--- src/rtl/mem_burst_master.sv ---
`default_nettype none
// ============================================================================
// Module      : mem_burst_master
// Description : Burst initiator for a single-port RAM with synchronous write
//               and combinational read. Accepts read/write burst commands,
//               drives the RAM pins, and streams read data out with a
//               registered valid/ready output stage.
// Revision    : 1.0 - initial release
// ============================================================================
module mem_burst_master #(
  parameter int DATA_WIDTH = 8,
  parameter int ADDR_WIDTH = 10,
  parameter int LEN_WIDTH  = 8
) (
  input  logic                  clk,
  input  logic                  rst_n,
  // command channel
  input  logic                  cmd_valid_i,
  output logic                  cmd_ready_o,
  input  logic                  cmd_write_i,
  input  logic [ADDR_WIDTH-1:0] cmd_addr_i,
  input  logic [LEN_WIDTH-1:0]  cmd_len_i,
  // write data channel
  input  logic                  wr_valid_i,
  output logic                  wr_ready_o,
  input  logic [DATA_WIDTH-1:0] wr_data_i,
  // read data channel
  output logic                  rd_valid_o,
  input  logic                  rd_ready_i,
  output logic [DATA_WIDTH-1:0] rd_data_o,
  output logic                  rd_last_o,
  // status
  output logic                  busy_o,
  // RAM port
  output logic                  mem_we_o,
  output logic [ADDR_WIDTH-1:0] mem_addr_o,
  output logic [DATA_WIDTH-1:0] mem_wdata_o,
  input  logic [DATA_WIDTH-1:0] mem_rdata_i
);

  typedef enum logic [1:0] {
    S_IDLE  = 2'd0,
    S_WRITE = 2'd1,
    S_READ  = 2'd2,
    S_DRAIN = 2'd3
  } state_e;

  localparam logic [ADDR_WIDTH-1:0] c_addr_one = ADDR_WIDTH'(1);
  localparam logic [LEN_WIDTH-1:0]  c_len_one  = LEN_WIDTH'(1);

  state_e                  state_q, state_d;
  logic [ADDR_WIDTH-1:0]   addr_q, addr_d;
  logic [LEN_WIDTH-1:0]    cnt_q, cnt_d;
  logic                    rd_valid_q, rd_valid_d;
  logic                    rd_last_q, rd_last_d;
  logic [DATA_WIDTH-1:0]   rd_data_q, rd_data_d;

  // State and datapath registers; reset aborts any burst in flight.
  always_ff @(posedge clk or negedge rst_n) begin
    if (!rst_n) begin
      state_q    <= S_IDLE;
      addr_q     <= '0;
      cnt_q      <= '0;
      rd_valid_q <= 1'b0;
      rd_last_q  <= 1'b0;
      rd_data_q  <= '0;
    end else begin
      state_q    <= state_d;
      addr_q     <= addr_d;
      cnt_q      <= cnt_d;
      rd_valid_q <= rd_valid_d;
      rd_last_q  <= rd_last_d;
      rd_data_q  <= rd_data_d;
    end
  end

  // Next-state, address/count stepping and RAM/handshake outputs.
  always_comb begin
    state_d     = state_q;
    addr_d      = addr_q;
    cnt_d       = cnt_q;
    rd_valid_d  = rd_valid_q;
    rd_last_d   = rd_last_q;
    rd_data_d   = rd_data_q;
    cmd_ready_o = 1'b0;
    wr_ready_o  = 1'b0;
    mem_we_o    = 1'b0;
    mem_addr_o  = addr_q;
    mem_wdata_o = wr_data_i;

    case (state_q)
      S_IDLE: begin
        cmd_ready_o = 1'b1;
        if (cmd_valid_i) begin
          addr_d  = cmd_addr_i;
          cnt_d   = cmd_len_i;
          state_d = cmd_write_i ? S_WRITE : S_READ;
        end
      end

      S_WRITE: begin
        wr_ready_o = 1'b1;
        // A gap in wr_valid writes nothing and leaves the address in place.
        mem_we_o   = wr_valid_i;
        if (wr_valid_i) begin
          addr_d = addr_q + c_addr_one;
          cnt_d  = cnt_q - c_len_one;
          if (cnt_q == '0) begin
            state_d = S_IDLE;
          end
        end
      end

      S_READ: begin
        // Refill the output register whenever it is empty or being drained,
        // so an unstalled consumer sees one beat per clock.
        if (!rd_valid_q || rd_ready_i) begin
          rd_data_d  = mem_rdata_i;
          rd_valid_d = 1'b1;
          rd_last_d  = (cnt_q == '0);
          addr_d     = addr_q + c_addr_one;
          cnt_d      = cnt_q - c_len_one;
          if (cnt_q == '0) begin
            state_d = S_DRAIN;
          end
        end
      end

      S_DRAIN: begin
        if (rd_valid_q && rd_ready_i) begin
          rd_valid_d = 1'b0;
          rd_last_d  = 1'b0;
          state_d    = S_IDLE;
        end
      end

      default: begin
        state_d = S_IDLE;
      end
    endcase
  end

  assign busy_o     = (state_q != S_IDLE);
  assign rd_valid_o = rd_valid_q;
  assign rd_last_o  = rd_last_q;
  assign rd_data_o  = rd_data_q;

endmodule
`default_nettype wire

--- config.mk ---
export PLATFORM = sky130hd
export DESIGN_NAME = mem_burst_master
export DESIGN_NICKNAME = d
export VERILOG_FILES = /design/src/rtl/mem_burst_master.sv
export SDC_FILE = /design/constraint.sdc
export NUM_CORES = 1
export LEC_CHECK = 0
export ABC_AREA = 0
export CORE_MARGIN = 5
export CORE_UTILIZATION = 48
export DETAILED_ROUTE_END_ITERATION = 8
export GPL_TIMING_DRIVEN = 0
export PLACE_DENSITY = 0.95
export SYNTH_ARGS = -nofsm -noshare
export SYNTH_HDL_FRONTEND = slang
export SYNTH_SLANG_ARGS = --single-unit
--- constraint.sdc ---
create_clock -name clk -period 3.4 [get_ports clk]
set_input_delay 0.68 -clock clk [delete_from_list [all_inputs] [get_ports clk]]
set_output_delay 0.68 -clock clk [all_outputs]
set_load 0.05 [all_outputs]
==> impl_summary.md <==
Timing
The clock tree skew after final layout is about 0.007 ns. The worst hold slack across all endpoints is 0.417 ns. For the pin with the worst max-slew slack, the measured transition is around 0.66 ns. The final critical-path required period is 2.75 ns. Setup repair after global routing left no endpoint under its margin. The total negative slack is 0 ns.

Setup violations remaining at the end of the flow were counted as 0. The share of the cycle needed by the critical path after routing is 0.810. The hold violation count in the final report is 0. The worst path meets setup with 0.647 ns of slack. The tightest slew margin relative to the limit is 0.560. Static timing analysis puts the maximum clock frequency at 0.363 GHz.

The final number of max-transition violations is 0.

GRT
The number of antenna violations at the first check in global routing is 0. The pin count of the biggest net entering global routing is 31. The first global-routing pass estimated 7930 microns of wire. The number of global-route vias before repair is 1784. The overall routing resource usage is 0.192. Summed over all layers, the global routing overflow is 0.

Layout
The finished layout holds 318 standard cells, fillers aside. The area growth from synthesis to layout is 43.5%. The final-stage net count is 316.

Measured on the finished design, the core utilization comes to 0.696. The final antenna diode count is 0. The count of fill cells added during filler insertion is 318. In the final layout, the share of cells above drive strength 1 is 0.190.

CTS
The tree built by TritonCTS fans out to 30 sinks. The number of setup buffers added after CTS is 0. In this run the number of H-tree levels came out at 2. The register clock-pin slew on the reported worst setup and hold paths is 0.06 ns. TritonCTS built the clock tree.

The hold buffer count at cts is 0. In this run the clock root is driven by a clkbuf_8. The maximum buffer depth of the clock tree is 2. The later pin in the worst-skew pair is clocked with a latency of around 0.29 ns.

The clock buffer count from CTS is 5. The total of cells resized after clock tree synthesis is 0.

Floorplanning
The core region is 3940 sq um. The floorplan has 23 rows. The die is 73.1 microns wide.

The count of boundary I/O pins is 72. The starting density of the core is 0.485. The vertical extent of the die is ~73 microns. The die covers 5350 sq um.

Setup path
The worst setup path is launched from a primary input. The reg-to-reg startpoint is state_q[1]$_DFFE_PN0P_. Counting cells, the worst reg-to-reg path comes to 7. Counting buffers and inverters, the worst setup path is 3 cells deep. In this run the worst path has a maximum fanout of 2. At the worst endpoint, the arrival time is a little over 2 ns. At the worst endpoint, the required time is 2.72 ns.

The number of buffers and inverters on the critical path is 2. The worst setup slack for register-to-register paths is 1.11 ns. Counting stages on the worst path, the most repeated cell is clkdlybuf4s50_1.

For this design, the slowest cell found on the critical path is clkdlybuf4s50_1. The critical register-to-register path endpoint is mem_addr_o[5]$_DFFE_PN0P_. The path type of the worst setup path is in -> out. The worst setup path is captured at an output port. The critical path's top delay family is buffers and inverters. In this design, the stage delay of the slowest critical-path cell is between 0.7 and 0.8 ns. Walking the worst path, the cells encountered are clkdlybuf4s50_1 > and2_1 > clkdlybuf4s50_1.

Power and ir drop
Summed over all nets, the switching power comes to around 1600 uW. The reported leakage power is 0.00114 uW. The power density over the cells is ~1200 nW/um^2. Of the total power, registers draw 0.228. The share of total power dissipated in combinational logic is 0.635.

The clock power share is 0.137. Cell internal power was estimated by the tool at between 1500 and 2000 uW. The maximum vdd drop is 670 uV.

The fraction of power spent switching nets is 0.484.

Status
The run finished with clean final reports.

Synth
The dominant synthesized flop cell is dfrtp_1. In the synthesized netlist the async set-or-reset flop fraction comes to 1.00. The number of unique standard cell types used by synthesis is 38. A synthesized cell averages 9.70 sq um. The count of flip-flops with a built-in enable after synthesis is 0. The post-synthesis net count is 246. The synthesized flop and latch total is 30.

The cell count after synthesis is 197. The number of warnings printed during yosys synthesis is 0. The post-synthesis instance area is around 1900 sq um. The sequential-to-total area share from yosys stat is 0.393.

Placed design
Detailed placement finished with a half-perimeter wire length of around 3500 microns. Including well taps, the total number of placed cells is 310. The congestion estimate from routability-driven global placement came to between 0.8 and 0.9.

The worst slack at placement is 0.647 ns. Buffers placed on the I/O ports in this run total 63.

Detailed routing
The overall via count from detail_route is 1759. The detailed-route wire length is 4760 microns. For this run, the detailed router's first-pass iteration total came to 4. The via-per-instance ratio is 5.53. The detail route stage leaves a number of antenna-violating nets equal to 0. The final routed DRC violation total is 0. The detailed router finished its first iteration with 91 violations. The mean routed wirelength per cell is 15.0 microns.

Min path
The path class of the lowest-slack min-delay path is in -> async.

Job
Max-cap violations in this run came to 0.
## power by group through the flow
stage	clock, uW	combinational (uW)	sequential [uW]
floorplan	0	1150	1130
global placement	0	2050	740
detailed placement	0	2100	754
CTS	459	2120	754
global route	474	2270	795
finish	456	2110	756
## cell type report
class / count / area (sq um) / share of cell area
Multi-Input combinational cell: 139 / 1000 / 0.365
Sequential cell: 30 / 751 / 0.274
Timing Repair Buffer: 63 / 626 / 0.228
Buffer: 16 / 114 / 0.0415
Clock buffer: 6 / 82.6 / 0.0301
Tap cell: 50 / 62.6 / 0.0228
Clock inverter: 2 / 60.1 / 0.0219
Inverter: 12 / 45.0 / 0.0164
## worst reg2reg max path: stages (launching register included)
cell and delay (ns):
dfrtp_1 0.43, inv_1 0.11, ha_1 0.35, clkbuf_1 0.40
buf_1 0.51, nand2_1 0.11, o22ai_1 0.19, a2bb2oi_2 0.08
## state kept, by name (all words and copies together) (netlist names)
signal,count
rd_data_o,8
state_q,2
cnt_q,8
mem_addr_o,10
rd_valid_o,1
rd_last_o,1
## stage by stage
stage | area (sq um) | total power [uW]
2_1_floorplan | 1910 | 2280
3_3_place_gp | 2610 | 2790
3_5_place_dp | 2610 | 2860
4_1_cts | 2750 | 3330
5_1_grt | 2740 | 3540
6_report | 2740 | 3320
## routing by layer
layer  global-route usage  wire length, microns
met5                    0                     0
met4               0.0799                    93
met3               0.0620                   462
met2                0.319                  2340
met1                0.227                  1870
## cells in the mapped netlist, types with 4 or more instances
master	number	area [sq um]
a21oi_1	9	45.0
a211oi_1	4	30.0
or2_2	4	25.0
nor2_1	7	26.3
mux2i_1	4	40.0
nand3_1	5	25.0
dfrtp_1	30	751
nand2b_1	4	25.0
a21oi_2	5	43.8
inv_1	12	45.0
nand2_1	18	67.6
o22ai_1	7	43.8
o21ai_0	13	65.1
nand4_1	4	25.0
buf_4	8	60.1
and4_1	4	35.0
a2bb2oi_2	4	60.1
nor3_1	12	60.1
ha_1	9	113
mux2_2	10	113
## placed cells by master, fill, tap and decap left out, drive strengths merged, types with 5 or more instances in the layout
master,count
nand3,5
nor3,12
mux2,10
clkdlybuf4s50,62
dfrtp,30
inv,12
nor2,7
o22ai,7
o21ai,13
nand2,18
buf,15
clkbuf,8
ha,9
a21oi,14
## worst max path at each step
stage,slack (ns),endpoint,from
after global routing,0.59,mem_we_o,wr_valid_i
final,0.65,mem_we_o,wr_valid_i
after detailed placement,0.65,mem_we_o,wr_valid_i
after CTS,0.64,mem_we_o,wr_valid_i
after global placement,0.66,mem_we_o,wr_valid_i
after floorplan,1.15,cnt_q[2]$_DFFE_PN0P_,state_q[0]$_DFFE_PN0P_
## kinds of logic (layout without fill, tap and decap cells)
logic type                 count (synthesis)  count (layout)  synth area share
and+or+nand+nor                           68              68             0.202
buffers and inverters                     28              99            0.0831
muxes                                     14              14            0.0798
DFF                                       30              30             0.393
AOI/OAI and AO/OA                         48              48             0.184
adders and majority gates                  9               9            0.0589
Note: power is estimated with default switching activity, not from simulation.
